### config.mk
export PLATFORM = sky130hd
export DESIGN_NAME = huffman_merge_ctrl_flat
export DESIGN_NICKNAME = d
export VERILOG_FILES = /design/src/rtl/huffman_pkg.sv /design/src/rtl/huffman_merge_ctrl_if.sv /design/src/rtl/huffman_tree_table.sv /design/src/rtl/huffman_merge_ctrl.sv /design/src/flat_wrapper.sv
export SDC_FILE = /design/constraint.sdc
export NUM_CORES = 1
export LEC_CHECK = 0
export ABC_AREA = 1
export BUFFER_PORTS_ARGS = -buffer_cell sky130_fd_sc_hd__buf_2
export CAP_MARGIN = 20
export CORE_MARGIN = 1
export CORE_UTILIZATION = 45
export DETAILED_ROUTE_END_ITERATION = 12
export PLACE_DENSITY_LB_ADDON = 0.05
export SLEW_MARGIN = 20
export SYNTH_ARGS = -nofsm -noshare
export SYNTH_HDL_FRONTEND = slang
export SYNTH_HIERARCHICAL = 1
export SYNTH_SLANG_ARGS = --single-unit
### constraint.sdc
create_clock -name clk -period 2.1 [get_ports clk]
set_input_delay 0.21 -clock clk [delete_from_list [all_inputs] [get_ports clk]]
set_output_delay 0.21 -clock clk [all_outputs]
set_load 0.02 [all_outputs]
### src/rtl/huffman_pkg.sv
// Shared constants and FSM state encoding for the Huffman tree-build block.
// Latency: n/a (declarations only).
// Backpressure: n/a.
package huffman_pkg;

  localparam int NUM_SYM_DEF = 10;
  localparam int IDX_W_DEF   = 5;
  localparam logic [4:0] NODE_NONE = 5'h1F;

  typedef enum logic [1:0] {
    IDLE  = 2'd0,
    LOAD  = 2'd1,
    MERGE = 2'd2,
    DONE  = 2'd3
  } state_e;

endpackage

### src/rtl/huffman_merge_ctrl_if.sv
// Selector handshake, status and tree-query signals of the merge controller.
// Latency: n/a (wires only).
// Backpressure: none; strobes are fire-and-forget, the selector must keep up.
interface huffman_merge_ctrl_if
  import huffman_pkg::*;
#(
  parameter int IDX_W = IDX_W_DEF
);

  logic             start;
  logic [IDX_W-1:0] min1;
  logic [IDX_W-1:0] min2;
  logic             load_en;
  logic             merge_en;
  logic [IDX_W-1:0] new_root_index;
  logic             busy;
  logic             done;
  logic             err;
  logic [IDX_W-1:0] q_node;
  logic [IDX_W-1:0] q_parent;
  logic             q_bit;

  // Controller side: drives strobes, status and query results.
  modport master (
    input  start, min1, min2, q_node,
    output load_en, merge_en, new_root_index, busy, done, err, q_parent, q_bit
  );

  // Environment side: selector, sequencer and code-generation reader.
  modport slave (
    output start, min1, min2, q_node,
    input  load_en, merge_en, new_root_index, busy, done, err, q_parent, q_bit
  );

endinterface

### src/rtl/huffman_tree_table.sv
// Parent/branch-bit register file for all leaf and branch nodes of the tree.
// Latency: writes land at the clock edge; the read port is combinational.
// Backpressure: none; two writes per cycle always accepted, clear wins over writes.
module huffman_tree_table
  import huffman_pkg::*;
#(
  parameter int NUM_SYM = NUM_SYM_DEF,
  parameter int IDX_W   = IDX_W_DEF
) (
  input  logic             clk,
  input  logic             rst_n,
  input  logic             clr,
  input  logic             wa_en,
  input  logic [IDX_W-1:0] wa_addr,
  input  logic             wb_en,
  input  logic [IDX_W-1:0] wb_addr,
  input  logic [IDX_W-1:0] wr_parent,
  input  logic [IDX_W-1:0] q_node,
  output logic [IDX_W-1:0] q_parent,
  output logic             q_bit
);

  localparam int               NENT     = 2 * NUM_SYM - 1;
  localparam logic [IDX_W-1:0] NENT_IDX = IDX_W'(NENT);
  localparam logic [IDX_W-1:0] NONE     = '1;

  logic [IDX_W-1:0] parent_q [NENT];
  logic [IDX_W-1:0] parent_d [NENT];
  logic             bit_q    [NENT];
  logic             bit_d    [NENT];

  // Next table contents: clear everything, or apply the min1 (bit 0) and min2 (bit 1) writes.
  always_comb begin
    for (int i = 0; i < NENT; i++) begin
      parent_d[i] = parent_q[i];
      bit_d[i]    = bit_q[i];
    end
    if (clr) begin
      for (int i = 0; i < NENT; i++) begin
        parent_d[i] = NONE;
        bit_d[i]    = 1'b0;
      end
    end else begin
      if (wa_en && (wa_addr < NENT_IDX)) begin
        parent_d[wa_addr] = wr_parent;
        bit_d[wa_addr]    = 1'b0;
      end
      if (wb_en && (wb_addr < NENT_IDX)) begin
        parent_d[wb_addr] = wr_parent;
        bit_d[wb_addr]    = 1'b1;
      end
    end
  end

  // Table storage with synchronous reset to "no parent".
  always_ff @(posedge clk) begin
    for (int i = 0; i < NENT; i++) begin
      if (!rst_n) begin
        parent_q[i] <= NONE;
        bit_q[i]    <= 1'b0;
      end else begin
        parent_q[i] <= parent_d[i];
        bit_q[i]    <= bit_d[i];
      end
    end
  end

  // Query port; addresses past the last branch node read as an empty entry.
  always_comb begin
    q_parent = NONE;
    q_bit    = 1'b0;
    if (q_node < NENT_IDX) begin
      q_parent = parent_q[q_node];
      q_bit    = bit_q[q_node];
    end
  end

endmodule

### src/rtl/huffman_merge_ctrl.sv
// Sequences LOAD then NUM_SYM-1 back-to-back merges, allocating branch indices and recording parents.
// Latency: start to done is NUM_SYM+1 cycles, fixed even when a merge is flagged bad.
// Backpressure: none; start ignored while busy, honoured in IDLE and in the DONE cycle.
module huffman_merge_ctrl
  import huffman_pkg::*;
#(
  parameter int NUM_SYM = NUM_SYM_DEF,
  parameter int IDX_W   = IDX_W_DEF
) (
  input  logic clk,
  input  logic rst_n,
  huffman_merge_ctrl_if.master bus
);

  localparam logic [IDX_W-1:0] NONE      = '1;
  localparam logic [IDX_W-1:0] ROOT_BASE = IDX_W'(NUM_SYM);
  localparam logic [IDX_W-1:0] LAST_CNT  = IDX_W'(NUM_SYM - 2);

  state_e           state_q, state_d;
  logic [IDX_W-1:0] merge_cnt_q, merge_cnt_d;
  logic [IDX_W-1:0] new_root_q, new_root_d;
  logic             load_en_q, load_en_d;
  logic             merge_en_q, merge_en_d;
  logic             busy_q, busy_d;
  logic             done_q, done_d;
  logic             err_q, err_d;
  logic             tbl_clr;
  logic             bad_pair;
  logic             tbl_wr;

  // A merge is bad if the selector offers the same node twice or runs out of nodes.
  assign bad_pair = (bus.min1 == bus.min2) || (bus.min1 == NONE) || (bus.min2 == NONE);
  assign tbl_wr   = (state_q == MERGE) && !bad_pair;

  // Next state, counters and output decodes; outputs are decoded from the next state so they come straight off flops.
  always_comb begin
    state_d     = state_q;
    merge_cnt_d = merge_cnt_q;
    err_d       = err_q;
    tbl_clr     = 1'b0;
    case (state_q)
      IDLE: begin
        if (bus.start) begin
          state_d     = LOAD;
          merge_cnt_d = '0;
          err_d       = 1'b0;
          tbl_clr     = 1'b1;
        end
      end
      LOAD: begin
        state_d     = MERGE;
        merge_cnt_d = '0;
      end
      MERGE: begin
        if (bad_pair) begin
          err_d = 1'b1;
        end
        merge_cnt_d = merge_cnt_q + 1'b1;
        if (merge_cnt_q == LAST_CNT) begin
          state_d = DONE;
        end
      end
      DONE: begin
        if (bus.start) begin
          state_d     = LOAD;
          merge_cnt_d = '0;
          err_d       = 1'b0;
          tbl_clr     = 1'b1;
        end else begin
          state_d = IDLE;
        end
      end
      default: state_d = IDLE;
    endcase
    load_en_d  = (state_d == LOAD);
    merge_en_d = (state_d == MERGE);
    busy_d     = (state_d == LOAD) || (state_d == MERGE);
    done_d     = (state_d == DONE);
    new_root_d = (state_d == MERGE) ? (ROOT_BASE + merge_cnt_d) : '0;
  end

  // FSM and registered outputs with synchronous reset.
  always_ff @(posedge clk) begin
    if (!rst_n) begin
      state_q     <= IDLE;
      merge_cnt_q <= '0;
      new_root_q  <= '0;
      load_en_q   <= 1'b0;
      merge_en_q  <= 1'b0;
      busy_q      <= 1'b0;
      done_q      <= 1'b0;
      err_q       <= 1'b0;
    end else begin
      state_q     <= state_d;
      merge_cnt_q <= merge_cnt_d;
      new_root_q  <= new_root_d;
      load_en_q   <= load_en_d;
      merge_en_q  <= merge_en_d;
      busy_q      <= busy_d;
      done_q      <= done_d;
      err_q       <= err_d;
    end
  end

  assign bus.load_en        = load_en_q;
  assign bus.merge_en       = merge_en_q;
  assign bus.new_root_index = new_root_q;
  assign bus.busy           = busy_q;
  assign bus.done           = done_q;
  assign bus.err            = err_q;

  huffman_tree_table #(
    .NUM_SYM (NUM_SYM),
    .IDX_W   (IDX_W)
  ) u_table (
    .clk       (clk),
    .rst_n     (rst_n),
    .clr       (tbl_clr),
    .wa_en     (tbl_wr),
    .wa_addr   (bus.min1),
    .wb_en     (tbl_wr),
    .wb_addr   (bus.min2),
    .wr_parent (new_root_q),
    .q_node    (bus.q_node),
    .q_parent  (bus.q_parent),
    .q_bit     (bus.q_bit)
  );

endmodule

### src/flat_wrapper.sv
// flat-port wrapper written by rule: the top's interface ports become plain ports
module huffman_merge_ctrl_flat import huffman_pkg::*;
#(
  parameter int NUM_SYM = NUM_SYM_DEF,
  parameter int IDX_W   = IDX_W_DEF
)
  (clk, rst_n, bus_start, bus_min1, bus_min2, bus_q_node, bus_load_en, bus_merge_en, bus_new_root_index, bus_busy, bus_done, bus_err, bus_q_parent, bus_q_bit);
  huffman_merge_ctrl_if #(.IDX_W(IDX_W)) bus_i ();
  input  logic clk;
  input  logic rst_n;
  input wire logic [$bits(bus_i.start)-1:0] bus_start;
  input wire logic [$bits(bus_i.min1)-1:0] bus_min1;
  input wire logic [$bits(bus_i.min2)-1:0] bus_min2;
  input wire logic [$bits(bus_i.q_node)-1:0] bus_q_node;
  output wire logic [$bits(bus_i.load_en)-1:0] bus_load_en;
  output wire logic [$bits(bus_i.merge_en)-1:0] bus_merge_en;
  output wire logic [$bits(bus_i.new_root_index)-1:0] bus_new_root_index;
  output wire logic [$bits(bus_i.busy)-1:0] bus_busy;
  output wire logic [$bits(bus_i.done)-1:0] bus_done;
  output wire logic [$bits(bus_i.err)-1:0] bus_err;
  output wire logic [$bits(bus_i.q_parent)-1:0] bus_q_parent;
  output wire logic [$bits(bus_i.q_bit)-1:0] bus_q_bit;
  assign bus_i.start = bus_start;
  assign bus_i.min1 = bus_min1;
  assign bus_i.min2 = bus_min2;
  assign bus_i.q_node = bus_q_node;
  assign bus_load_en = bus_i.load_en;
  assign bus_merge_en = bus_i.merge_en;
  assign bus_new_root_index = bus_i.new_root_index;
  assign bus_busy = bus_i.busy;
  assign bus_done = bus_i.done;
  assign bus_err = bus_i.err;
  assign bus_q_parent = bus_i.q_parent;
  assign bus_q_bit = bus_i.q_bit;
  huffman_merge_ctrl #(.NUM_SYM(NUM_SYM), .IDX_W(IDX_W)) u_core (.clk(clk), .rst_n(rst_n), .bus(bus_i));
endmodule
# After elaboration in Yosys (flattened, before gate mapping)
# Memories as Yosys holds them, arrays and structs flattened.
# Index checks and enable logic that the tools add are counted.
[totals] register_bits=17 mem_bits_rw=114 in_bits=18 output_inout_bits=16 wordCells=159 memories=2
[mem_list] memory="u_core.u_table.parent_q" depth=19 word_bits=5 rd=20 rd_clocked_by_memory_dff=0 wr=19 line_no="huffman_tree_table.sv:27" text="logic [IDX_W-1:0] parent_q [NENT];"
[mem_list] memory="u_core.u_table.bit_q" depth=19 word_bits=1 rd=20 rd_clocked_by_memory_dff=0 wr=19 line_no="huffman_tree_table.sv:29" text="logic bit_q [NENT];"
[op_classes] n_addsub=2 magnitude_cmp=7 n_eq_ne=12 n_mux=71 n_bitwise=43 reduce_logical=14
[ops] operator="95-bit two-way mux" n=4
[ops] operator="95-bit bitwise mux" n=2
[ops] operator="5-bit two-way mux" n=23
[ops] operator="19-bit two-way mux" n=4
[ops] operator="5-bit demux with 5-bit select" n=2
[ops] operator="1-bit OR" n=38
[ops] operator="1-bit two-way mux" n=29
[ops] operator="19-bit AND" n=1
[ops] operator="19-bit NOT" n=1
[ops] operator="19-bit OR" n=1
[ops] operator="5-bit < comparator, second input constant" n=3
[ops] operator="5-bit case mux with 3 select lines" n=1
[ops] operator="6-bit >= comparator, second input constant" n=2
[ops] operator="6-bit by 1-bit < comparator with 1-bit output, second input constant" n=2
[ops] operator="5-bit NOT with 6-bit output" n=2
[ops] operator="1-bit demux with 5-bit select" n=2
[ops] operator="5-bit == test, second input constant" n=2
[ops] operator="2-bit == test, second input constant" n=4
[ops] operator="2-bit case mux with 4 select lines" n=1
[ops] operator="4-bit by 5-bit adder with 5-bit output, first input constant" n=1
[ops] operator="5-bit by 1-bit adder with 5-bit output, second input constant" n=1
[ops] operator="5-bit by 4-bit == test with 1-bit output, second input constant" n=1
[ops] operator="5-bit == test" n=1
[ops] operator="1-bit logical AND" n=5
[ops] operator="11 further kinds" n=16

# Longest topological paths before layout
# Gate-level depths: netlist of run 1.
[logic_depth] ltp_word=13 depth_mapped=13

# By module
# Netlist of run 1, hierarchy kept.
[modules_own_cells] mod="huffman_tree_table" n_inst=1 cells_each=897 area_each_um2=5728.0 seq_area_each_um2=2282.2
[modules_own_cells] mod="huffman_merge_ctrl" n_inst=1 cells_each=141 area_each_um2=935.9 seq_area_each_um2=340.3

# Worst setup path after synthesis of run 1
# OpenSTA, ideal clock, no wires.
[synth_path] path_kind="register to register" startpoint="reg u_core.state_q[0]" endpoint="mem u_core/u_table/parent_q[1][0] in the netlist's numbering" setup_time_ps=134 arrival_ps=1750 setup_slack_ps=216 path_stages_with_launch=12 n_path_buf=0 synth_period_minus_slack_ps=1884 cell_sequence="dfxtp_1 -> inv_1 -> ha_1 -> o21ai_0 -> nor2_1 -> nand2_1 -> inv_1 -> nand3_1 -> nand2_1 -> nand3_1 -> nand3_1 -> nand3_1"
[synth_lines] element="from (decl)" line_no="huffman_merge_ctrl.sv:19" text="state_e state_q, state_d;"
[synth_lines] element="from (signal assigned)" line_no="huffman_merge_ctrl.sv:94" text="state_q <= state_d;"
[synth_lines] element="to (decl)" line_no="huffman_tree_table.sv:27"

==> impl_metrics.py, run 1 <==
metrics = {
    "cts": {
        "numCtsBuffers": 17,
        "cts-hold-fix-buffers": 0,
        "root_buffer": "clkbuf_16",
        "htreeDepth": 4,
        "cts_sinks": 131,
        "cts_setup_buffers": 0,
        "clock_latency_ns": 0.42,
        "cts_buffer_depth": 2,
        "cts_tree": "built",
        "cts.reportedPaths.clkPinSlew_ns": 0.05,
    },
    "run_status": {
        "outcome": "complete, no violations",
    },
    "yosys": {
        "syn_area_mm2": 0.00666,
        "syn-num-nets": 1063,
        "synth_warnings": 6,
        "synth_top_area_share_pct": 39.4,
        "synth_seq_cells": 131,
        "avgSynthCellArea_um2": 6.42,
        "netlist_instances": 1038,
        "synthTopCellsByArea": "dfxtp_1, nand2_1, nand3_1",
        "synth.largest_area_cell": "dfxtp_1",
        "ys_seq_area_share_pct": 39.4,
        "synth.distinct_cells": 26,
    },
    "global_route": {
        "met3_usage_pct": 4.85,
        "grt_pass1_vias": 5894,
        "top_usage_layer": "met2",
        "grt_use_met2_pct": 43.2,
        "grt_pass1_wl_um": 30800,
        "grt-ovfl-total": 0,
        "grt_antenna_before_repair": 0,
        "track_usage_pct": 26.9,
        "use_met1_pct": 36.0,
        "grt_max_degree": 84,
    },
    "sta": {
        "period_share_pct": 93.4,
        "setup_violations": 0,
        "fin_crit_ns": 1.96,
        "max_freq_ghz": 0.510,
        "tightest_slew_ns": 0.751,
        "clock_skew_ns": 0.00469,
        "rsz0062_at_grt": "yes",
        "hold_ws_ns": 0.101,
        "drv_slew": 0,
        "slew_headroom_pct": 49.9,
        "hold_viol": 0,
        "setup_tns_ns": 0,
    },
    "worst_setup_path": {
        "crit_required_ns": 2.45,
        "crit_type": "reg -> reg",
        "critPathCaptureType": "register",
        "crit-reg2reg-launch": "u_core/state_q[0]",
        "worstPathCellList": "inv_1 > ha_1 > o21ai_0 > nor2_1 > nand2_1 > inv_2 > a21boi_4 > nand3_1 > nand2_2 > nand2_1 > nand3_1",
        "reg2reg_to": "u_core/u_table/parent_q[1][2]",
        "r2r_cells": 11,
        "cp_slowest_stage_delay_ns": 0.32,
        "worstPathArrival_ns": 2.31,
        "critPathSlowestCell": "nand3_1",
        "startpoint_type": "register",
        "crit_path_max_fanout": 8,
        "worstSetupStartpoint": "u_core/state_q[0]",
        "ff2ff_setup_slack_ns": 0.14,
    },
    "power": {
        "comb_power_share_pct": 13.7,
        "ir_drop_mv": 0.561,
        "p_leak_nw": 4.17,
        "p_int_mw": 4.78,
        "power_mw": 6.63,
        "seqPwrFrac_pct": 39.4,
        "power_density_mw_per_mm2": 850,
        "p_clk_share_pct": 46.9,
        "switchingPower_mw": 1.84,
        "swShare_pct": 27.8,
    },
    "finish": {
        "nets": 1098,
        "drive_gt1_share_pct": 11.8,
        "syn2layout_area_growth_pct": 16.9,
        "fill_cells": 1513,
        "antenna-diode-count": 0,
    },
    "die": {
        "die_x_um": 124,
        "die_h_um": 124,
        "num_rows": 44,
        "dieArea_mm2": 0.0153,
        "core_area_mm2": 0.0145,
        "start_util_pct": 46.0,
        "io_pins": 34,
    },
    "job": {
        "cap_violations": 0,
    },
    "worst_hold_path": {
        "min-delay-start": "rst_n",
        "whs_path_depth": 3,
        "hp-class": "in -> reg",
        "hold-path-endpoint": "u_core/state_q[1]",
    },
    "drt": {
        "route.detailed.drc": 0,
        "routedWlPerCell_um": 15.1,
        "postRouteWirelength_um": 19200,
        "vias": 6587,
        "drt_iter0_drc": 596,
        "antenna_left": 0,
        "via_per_inst": 5.19,
        "firstDrtPassIters": 5,
    },
    "placement": {
        "hpwl_um": 13100,
        "place_congestion": 0.863,
        "io_buffers": 33,
    },
}
## cell usage in the layout (no fill, tap or decap), types with 6 or more instances in the layout
cell type and n:
nand2_1 330, nand3_1 202, inv_1 143, dfxtp_1 131
a21oi_1 44, nor2_1 43, buf_2 33, buf_4 22
o211ai_1 22, o21ai_0 20, clkbuf_16 17, nand2_2 14
nand3_2 10, nand4_1 7, ha_1 7, clkinvlp_4 6
## per-stage QoR
| stage | instances | util, % | cell area [um2] | worst slack (ns) |
|---|---|---|---|---|
| 5_1_grt | 1270 | 53.8 | 7790 | 0.00481 |
| 3_3_place_gp | 1238 | 49.2 | 7120 | 0.101 |
| 6_report | 1270 | 53.8 | 7790 | 0.139 |
| 3_5_place_dp | 1238 | 49.2 | 7120 | 0.0874 |
| 2_1_floorplan | 1038 | - | 6660 | 0.216 |
| 4_1_cts | 1270 | 53.4 | 7740 | 0.0570 |
## critical path, delay by kind of cell (launching register included)
family | cells | cell delay, ns
simple gates | 6 | 0.86
flops | 1 | 0.31
compound gates | 2 | 0.38
fa+ha+maj | 1 | 0.16
buf+inv | 2 | 0.19
## power groups by stage
| stage | registers (mW) | logic (mW) | clock network (mW) |
|---|---|---|---|
| after floorplan | 2.67 | 0.544 | 0 |
| after global placement | 2.67 | 0.894 | 0 |
| after detailed placement | 2.67 | 0.891 | 0 |
| after CTS | 2.61 | 0.895 | 3.15 |
| after global routing | 2.62 | 0.997 | 3.28 |
| final | 2.61 | 0.907 | 3.11 |
## Yosys cell counts
library cell	n
nand2_1	334
nand3_1	211
inv_1	144
dfxtp_1	131
a21oi_1	44
nor2_1	44
o211ai_1	22
buf_2	21
o21ai_0	20
clkbuf_1	17
nand2_2	10
ha_1	7
nand4_1	7
nor3_1	4
a21oi_2	3
buf_1	3
inv_2	3
o21ai_1	3
buf_4	2
or2_2	2
a21boi_4	1
nand3_2	1
nor2_4	1
o2111ai_1	1
o21ai_2	1
xnor2_1	1
## metal layers
metal	vias to the layer above	share of wire, %
met5	-	0
met1	3014	47
met2	170	46
met4	0	1.6
li1	3383	-
met3	20	5.0
## flip-flops by register name (all words and copies together) (netlist names)
| register | cells |
|---|---|
| u_core/u_table/parent_q | 95 |
| u_core/u_table/bit_q | 19 |
| u_core/bus.new_root_index | 5 |
| u_core/merge_cnt_q | 5 |
| u_core/state_q | 2 |
| u_core/bus.busy | 1 |
| u_core/bus.done | 1 |
| u_core/bus.err | 1 |
| u_core/bus.load_en | 1 |
| u_core/bus.merge_en | 1 |
## area by class of cell
type / count / area [um2] / area share [%]
multi-input cells: 717 / 3360 / 43.1
inverters: 147 / 552 / 7.08
repair buffers: 59 / 410 / 5.27
well taps: 184 / 230 / 2.95
clock buffers: 20 / 467 / 5.99
flip-flops and latches: 131 / 2620 / 33.7
clock inverters: 12 / 154 / 1.97
## kinds of logic after synthesis
logic type	after synthesis	synth area share, %
AO/OA/AOI/OAI	95	8.45
adder cells (fa/ha/maj)	7	1.31
buffers and inverters	190	11.2
flip-flops	131	39.4
XOR/XNOR	1	0.131
AND/OR/NAND/NOR	614	39.5
## worst max path at each step
stage / endpoint / slack (ns) / cells after the start
CTS: u_core/u_table/parent_q[1][2] / 0.06 / 12
global route: u_core/u_table/parent_q[18][3] / 0.005 / 13
global placement: u_core/u_table/parent_q[0][3] / 0.10 / 12
floorplan: u_core/u_table/parent_q[1][0] / 0.22 / 11
finish: u_core/u_table/parent_q[1][2] / 0.14 / 11
detailed placement: u_core/u_table/parent_q[0][2] / 0.09 / 11
## repair_timing
item                       in CTS  in global routing
resized for setup               0                 14
setup endpoints to repair       0                 83
hold endpoints to repair        0                  0
(Power assumes the default switching activity.)
==> run 2, diff against run 1 <==
--- a/config.mk
+++ b/config.mk
@@ -8,12 +8,11 @@
 export ABC_AREA = 1
 export BUFFER_PORTS_ARGS = -buffer_cell sky130_fd_sc_hd__buf_2
 export CAP_MARGIN = 20
-export CORE_MARGIN = 1
+export CORE_MARGIN = 5
 export CORE_UTILIZATION = 45
 export DETAILED_ROUTE_END_ITERATION = 12
 export PLACE_DENSITY_LB_ADDON = 0.05
 export SLEW_MARGIN = 20
 export SYNTH_ARGS = -nofsm -noshare
 export SYNTH_HDL_FRONTEND = slang
-export SYNTH_HIERARCHICAL = 1
 export SYNTH_SLANG_ARGS = --single-unit
==> run 2 against run 1 <==
  * Via count up 33%
  * Combinational power up 50%
  * Cell count up 28%
  * Clock power down 6%
  * Clock skew up 0.0051 ns
  * Sequential power down 2%
  * Synthesized area up 24%
  * Largest cell class unchanged
  * Hold slack worse by 0.060 ns
  * Register-to-register slack better by 0.05 ns
  * Setup slack better by 0.034 ns
==> impl_metrics.py, run 2 <==
metrics = {
    "cts": {
        "cts_buffer_depth": 2,
        "clock_latency_ns": 0.43,
        "htreeDepth": 4,
        "cts_sinks": 131,
        "cts_tree": "built",
        "cts.reportedPaths.clkPinSlew_ns": 0.06,
        "cts-hold-fix-buffers": 0,
        "numCtsBuffers": 17,
        "root_buffer": "clkbuf_16",
    },
    "die": {
        "die_h_um": 146,
        "num_rows": 49,
        "die_x_um": 146,
        "dieArea_mm2": 0.0213,
        "io_pins": 34,
        "start_util_pct": 45.9,
        "core_area_mm2": 0.0181,
    },
    "finish": {
        "reg_top3": "u_core.u_table.parent_q: 95 flops, u_core.u_table.bit_q: 19 flops",
        "largest_register_ff_count": 95,
        "regMostFlops": "u_core.u_table.parent_q",
        "syn2layout_area_growth_pct": 15.8,
        "final_cells": 1621,
        "antenna-diode-count": 0,
        "fin_area_mm2": 0.00961,
        "mostFrequentLayoutCells": "nand2_1, nor2_1, inv_1, nand3_1, dfxtp_1",
        "nets": 1407,
        "final_common_cell": "nand2_1",
        "drive_gt1_share_pct": 12.1,
    },
    "drt": {
        "route.detailed.drc": 0,
        "vias": 8728,
        "antenna_left": 0,
        "routedWlPerCell_um": 17.2,
        "firstDrtPassIters": 5,
        "drt_iter0_drc": 852,
        "postRouteWirelength_um": 27800,
        "via_per_inst": 5.38,
    },
    "sta": {
        "clock_skew_ns": 0.00982,
        "max_freq_ghz": 0.519,
        "setup_violations": 0,
        "fin_crit_ns": 1.93,
        "period_share_pct": 91.7,
        "setup_tns_ns": 0,
        "rsz0062_at_grt": "no",
        "drv_slew": 0,
        "slew_headroom_pct": 68.8,
        "worst_slack_ns": 0.173,
        "hold_viol": 0,
        "tightest_slew_ns": 0.466,
    },
    "worst_setup_path": {
        "crit_type": "reg -> out",
        "worstPathCellList": "inv_1 > a21oi_1 > o21ai_0 > nand3_1 > nand3_1 > nand3_1 > nand2_1 > nand2_1 > buf_2",
        "crit_family": "simple AND/OR/NAND/NOR gates",
        "crit_required_ns": 1.89,
        "crit-reg2reg-launch": "u_core.state_q[0]",
        "r2r_cells": 10,
        "startpoint_type": "register",
        "cp_slowest_stage_delay_ns": 0.31,
        "worstPathArrival_ns": 1.72,
        "ff2ff_setup_slack_ns": 0.19,
        "reg2reg_to": "u_core.u_table.parent_q[4][2]",
        "cpMostUsedCell": "nand3_1",
        "timing.critical_path.buf_inv": 2,
        "critPathSlowestCell": "dfxtp_1",
        "crit_path_max_fanout": 2,
        "critPathCaptureType": "primary output",
    },
    "placement": {
        "place_worst_setup_slack_ns": 0.188,
        "io_buffers": 33,
        "placedInstanceArea_mm2": 0.00903,
        "hpwl_um": 18200,
        "dp.cells": 1589,
        "place_congestion": 0.869,
    },
    "global_route": {
        "grt_antenna_before_repair": 0,
        "grt-ovfl-total": 0,
        "grt_max_degree": 58,
        "grt_pass1_vias": 7865,
        "track_usage_pct": 26.2,
        "grt_pass1_wl_um": 44500,
    },
    "yosys": {
        "syn_area_mm2": 0.00830,
        "synth_top_area_share_pct": 31.6,
        "synth_seq_cells": 131,
        "async_reset_ff_share_pct": 0,
        "synth.distinct_cells": 31,
        "ys_seq_area_share_pct": 31.6,
        "netlist_instances": 1344,
        "synthTopCellsByArea": "dfxtp_1, nand2_1, nand3_1",
        "yosys-top-cells-count": "nand2_1, nor2_1, inv_1",
        "synth.largest_area_cell": "dfxtp_1",
        "avgSynthCellArea_um2": 6.17,
        "synth_warnings": 0,
        "syn-num-nets": 1372,
        "yosysMostFrequentCell": "nand2_1",
        "synth-edff-count": 0,
        "synth_flop_cell": "dfxtp_1",
    },
    "run_status": {
        "outcome": "complete, no violations",
    },
    "worst_hold_path": {
        "min-delay-start": "rst_n",
        "whs_path_depth": 3,
        "hp-class": "in -> reg",
        "hold-path-endpoint": "u_core.bus.load_en",
    },
    "power": {
        "power_mw": 6.85,
        "ir_drop_mv": 0.581,
        "p_leak_nw": 4.98,
        "power_density_mw_per_mm2": 713,
    },
    "job": {
        "cap_violations": 0,
    },
}
run 2: cell count changes after synthesis, moves of 12 or more:
cell	previous run	this run
a21oi_1	44	61
buf_2	21	37
buf_4	2	14
clkbuf_1	17	34
inv_1	144	171
nand2_1	334	300
nand3_1	211	145
nand4_1	7	115
nor2_1	44	185
o211ai_1	22	9
o21ai_0	20	85
run 2: final cells by class:
class | instances | area, um2
inverter | 176 | 661
fill | 1884 | 8480
multi-input combinational | 947 | 4560
timing repair buffer | 106 | 901
clock buffer | 17 | 425
tap | 229 | 287
sequential | 131 | 2620
clock inverter | 15 | 148
run 2: where the power goes:
group / switching (mW) / total, mW / internal [mW] / leakage [nW]
Combinational: 0.940 / 1.36 / 0.421 / 3.66
Clock: 1.27 / 2.92 / 1.65 / 0.267
Sequential: 0.0292 / 2.56 / 2.53 / 1.06
Total: 2.24 / 6.85 / 4.61 / 4.98
run 2: through the flow:
| step | util, % | hold WS [ns] |
|---|---|---|
| 3_5_place_dp | 49.9 | 0.454 |
| 6_report | 53.1 | 0.0415 |
| 5_1_grt | 53.1 | 0.0579 |
| 3_3_place_gp | 49.9 | 0.447 |
| 4_1_cts | 53.1 | 0.0337 |
| 2_1_floorplan | - | 0.303 |
run 2: timing repair:
action / in CTS / in global routing
setup endpoints to repair: 0 / 2
setup buffers: 0 / 0
gates resized for setup: 0 / 2
hold endpoints to repair: 0 / 0
run 2: how the worst max path moves through the flow:
stage / from / to / slack, ns / depth (start not counted)
floorplan: u_core.state_q[0] / u_core.u_table.bit_q[0] / 0.29 / 8
global placement: u_core.state_q[0] / u_core.u_table.parent_q[17][4] / 0.25 / 10
detailed placement: u_core.state_q[0] / u_core.bus.new_root_index[3] / 0.19 / 12
CTS: u_core.u_table.parent_q[9][3] / bus_q_parent[3] / 0.10 / 9
global route: u_core.u_table.parent_q[2][4] / bus_q_parent[4] / 0.02 / 9
finish: u_core.u_table.parent_q[9][1] / bus_q_parent[1] / 0.17 / 9
run 2: cells by family (layout without fill, tap and decap cells):
| kind of cell | Yosys count | in the layout | share of synthesized area (%) |
|---|---|---|---|
| AO/OA/AOI/OAI | 170 | 170 | 11.4 |
| XOR/XNOR | 1 | 1 | 0.106 |
| adder cells (fa/ha/maj) | 10 | 10 | 1.51 |
| buffers and inverters | 266 | 314 | 13.5 |
| flip-flops | 131 | 131 | 31.6 |
| AND/OR/NAND/NOR | 766 | 766 | 41.8 |
run 2: tightest hold or removal path, cell delays in order:
cell and delay (ns):
buf_2 0.14, nand2_1 0.06, inv_1 0.04
run 2: routing by layer:
layer	part of all wire [%]	GRT usage [%]
met1	46	36.2
met2	47	42.7
met3	5.2	4.20
met4	1.6	6.65
met5	0	0
==> run 3, diff against run 2 <==
--- a/config.mk
+++ b/config.mk
@@ -9,7 +9,8 @@
 export BUFFER_PORTS_ARGS = -buffer_cell sky130_fd_sc_hd__buf_2
 export CAP_MARGIN = 20
 export CORE_MARGIN = 5
-export CORE_UTILIZATION = 45
+export CORE_UTILIZATION = 55
+export CTS_CLUSTER_SIZE = 25
 export DETAILED_ROUTE_END_ITERATION = 12
 export PLACE_DENSITY_LB_ADDON = 0.05
 export SLEW_MARGIN = 20
==> run 3 against run 2 <==
  * Hold slack gained 0.0083 ns
  * Maximum frequency fell by 1.5%
  * Combinational power barely moved
  * Wire length shrank 4.6%
  * Die area shrank 17%
  * Cell count is 3.7% lower
  * Total power up 2.9%
  * Critical path depth shrank 2
  * Critical endpoint is now bus_q_parent[3]
  * Sequential power barely moved
==> impl_metrics.py, run 3 (synthesized netlist as in run 2, its figures left out) <==
metrics = {
    "run_status": {
        "outcome": "complete, no violations",
    },
    "cts": {
        "cts-hold-fix-buffers": 0,
        "clock_latency_ns": 0.42,
        "cts_tree": "built",
        "numCtsBuffers": 17,
        "cts_sinks": 131,
        "root_buffer": "clkbuf_16",
        "cts_buffer_depth": 2,
        "cts.reportedPaths.clkPinSlew_ns": 0.06,
        "htreeDepth": 4,
    },
    "finish": {
        "mostFrequentLayoutCells": "nand2_1, nor2_1, inv_1, nand3_1, dfxtp_1",
        "final_common_cell": "nand2_1",
        "syn2layout_area_growth_pct": 14.8,
        "fin_area_mm2": 0.00952,
        "largest_register_ff_count": 95,
        "antenna-diode-count": 0,
        "reg_top3": "u_core.u_table.parent_q: 95 flops, u_core.u_table.bit_q: 19 flops",
        "drive_gt1_share_pct": 11.3,
        "nets": 1392,
        "regMostFlops": "u_core.u_table.parent_q",
        "fill_cells": 1403,
    },
    "worst_hold_path": {
        "min-delay-start": "rst_n",
        "hp-class": "in -> reg",
    },
    "sta": {
        "tightest_slew_ns": 0.486,
        "hold_viol": 0,
        "rsz0062_at_grt": "yes",
        "max_freq_ghz": 0.511,
        "drv_slew": 0,
        "fin_crit_ns": 1.96,
        "setup_violations": 0,
        "period_share_pct": 93.1,
        "clock_skew_ns": 0.00472,
        "slew_headroom_pct": 67.5,
    },
    "placement": {
        "hpwl_um": 17500,
        "placedInstanceArea_mm2": 0.00885,
        "io_buffers": 33,
        "place_congestion": 0.936,
    },
    "power": {
        "ir_drop_mv": 0.541,
        "power_mw": 7.05,
        "power_density_mw_per_mm2": 740,
        "p_leak_nw": 4.94,
    },
    "global_route": {
        "grt_pass1_wl_um": 42400,
        "grt_pass1_vias": 7736,
        "track_usage_pct": 30.0,
        "grt-ovfl-total": 0,
        "grt_antenna_before_repair": 0,
        "grt_max_degree": 72,
    },
    "worst_setup_path": {
        "critPathCaptureType": "primary output",
        "r2r_cells": 10,
        "worstPathArrival_ns": 1.75,
        "crit_type": "reg -> out",
        "timing.critical_path.buf_inv": 2,
        "crit-reg2reg-launch": "u_core.state_q[0]",
        "cp_slowest_stage_delay_ns": 0.38,
        "crit_family": "compound AO/OA/AOI/OAI gates",
        "worst-path-stages": 7,
        "startpoint_type": "register",
        "reg2reg_to": "u_core.u_table.parent_q[6][1]",
        "worstSetupStartpoint": "u_core.u_table.parent_q[16][3]",
        "critPathSlowestCell": "dfxtp_1",
        "ff2ff_setup_slack_ns": 0.18,
        "crit_path_end": "bus_q_parent[3]",
        "worstPathCellList": "nor2_1 > a211oi_1 > a21oi_1 > o21ai_0 > inv_1 > nand2_1 > buf_2",
        "crit_path_max_fanout": 2,
        "crit_required_ns": 1.89,
    },
    "die": {
        "dieArea_mm2": 0.0176,
        "die_x_um": 133,
        "start_util_pct": 56.6,
        "num_rows": 44,
        "core_area_mm2": 0.0146,
        "io_pins": 34,
        "die_h_um": 133,
    },
    "drt": {
        "routedWlPerCell_um": 17.0,
        "via_per_inst": 5.71,
        "route.detailed.drc": 0,
        "drt_iter0_drc": 1027,
        "vias": 8912,
        "firstDrtPassIters": 5,
        "postRouteWirelength_um": 26600,
        "antenna_left": 0,
    },
    "job": {
        "cap_violations": 0,
    },
}
==> run 3: tightest hold or removal path, cell delays in order <==
cell	delay [ns]
buf_2	0.14
nand2_1	0.06
inv_1	0.04
==> run 3: power by group <==
part | internal [mW] | switching, mW | leakage [nW]
clock network | 1.96 | 1.17 | 0.290
registers | 2.53 | 0.0275 | 1.06
logic | 0.417 | 0.936 | 3.59
total | 4.91 | 2.14 | 4.94
==> run 3: worst min path at each step <==
stage	to	slack, ns	depth (start not counted)
after floorplan	u_core.bus.done	0.30	2
after global placement	u_core.u_table.bit_q[10]	0.45	2
after detailed placement	u_core.u_table.bit_q[2]	0.45	2
after CTS	u_core.bus.load_en	0.03	3
after global routing	u_core.bus.load_en	0.05	3
final	u_core.bus.load_en	0.05	3
==> run 3: metal layers <==
layer | vias up | global-route usage [%] | share of wire [%]
li1 | 4446 | - | -
met1 | 3996 | 42.3 | 44
met2 | 412 | 45.7 | 44
met3 | 58 | 5.73 | 8.9
met4 | 0 | 10.4 | 2.8
met5 | - | 0 | 0
==> run 3: final cells by class <==
cell class	count	area (um2)	share of cell area [%]
repair buffers	91	801	8.41
clock inverters	12	155	1.63
clock buffers	20	467	4.90
flip-flops and latches	131	2620	27.5
well taps	184	230	2.42
multi-input cells	947	4590	48.2
inverters	176	661	6.94
==> run 3: stage by stage <==
step	TNS [ns]	utilization (%)	hold WS, ns	cells	setup slack (ns)
finish	0	65.0	0.0498	1561	0.144
detailed placement	0	60.4	0.449	1526	0.199
global route	-0.00520	65.0	0.0481	1561	-0.00520
floorplan	0	-	0.303	1344	0.292
global placement	0	60.4	0.446	1526	0.217
CTS	0	64.7	0.0337	1558	0.139
==> run 3: repair_timing <==
item | CTS | global route
buffers inserted | 0 | 3
gates resized for setup | 0 | 5
endpoints found under the setup margin | 0 | 22
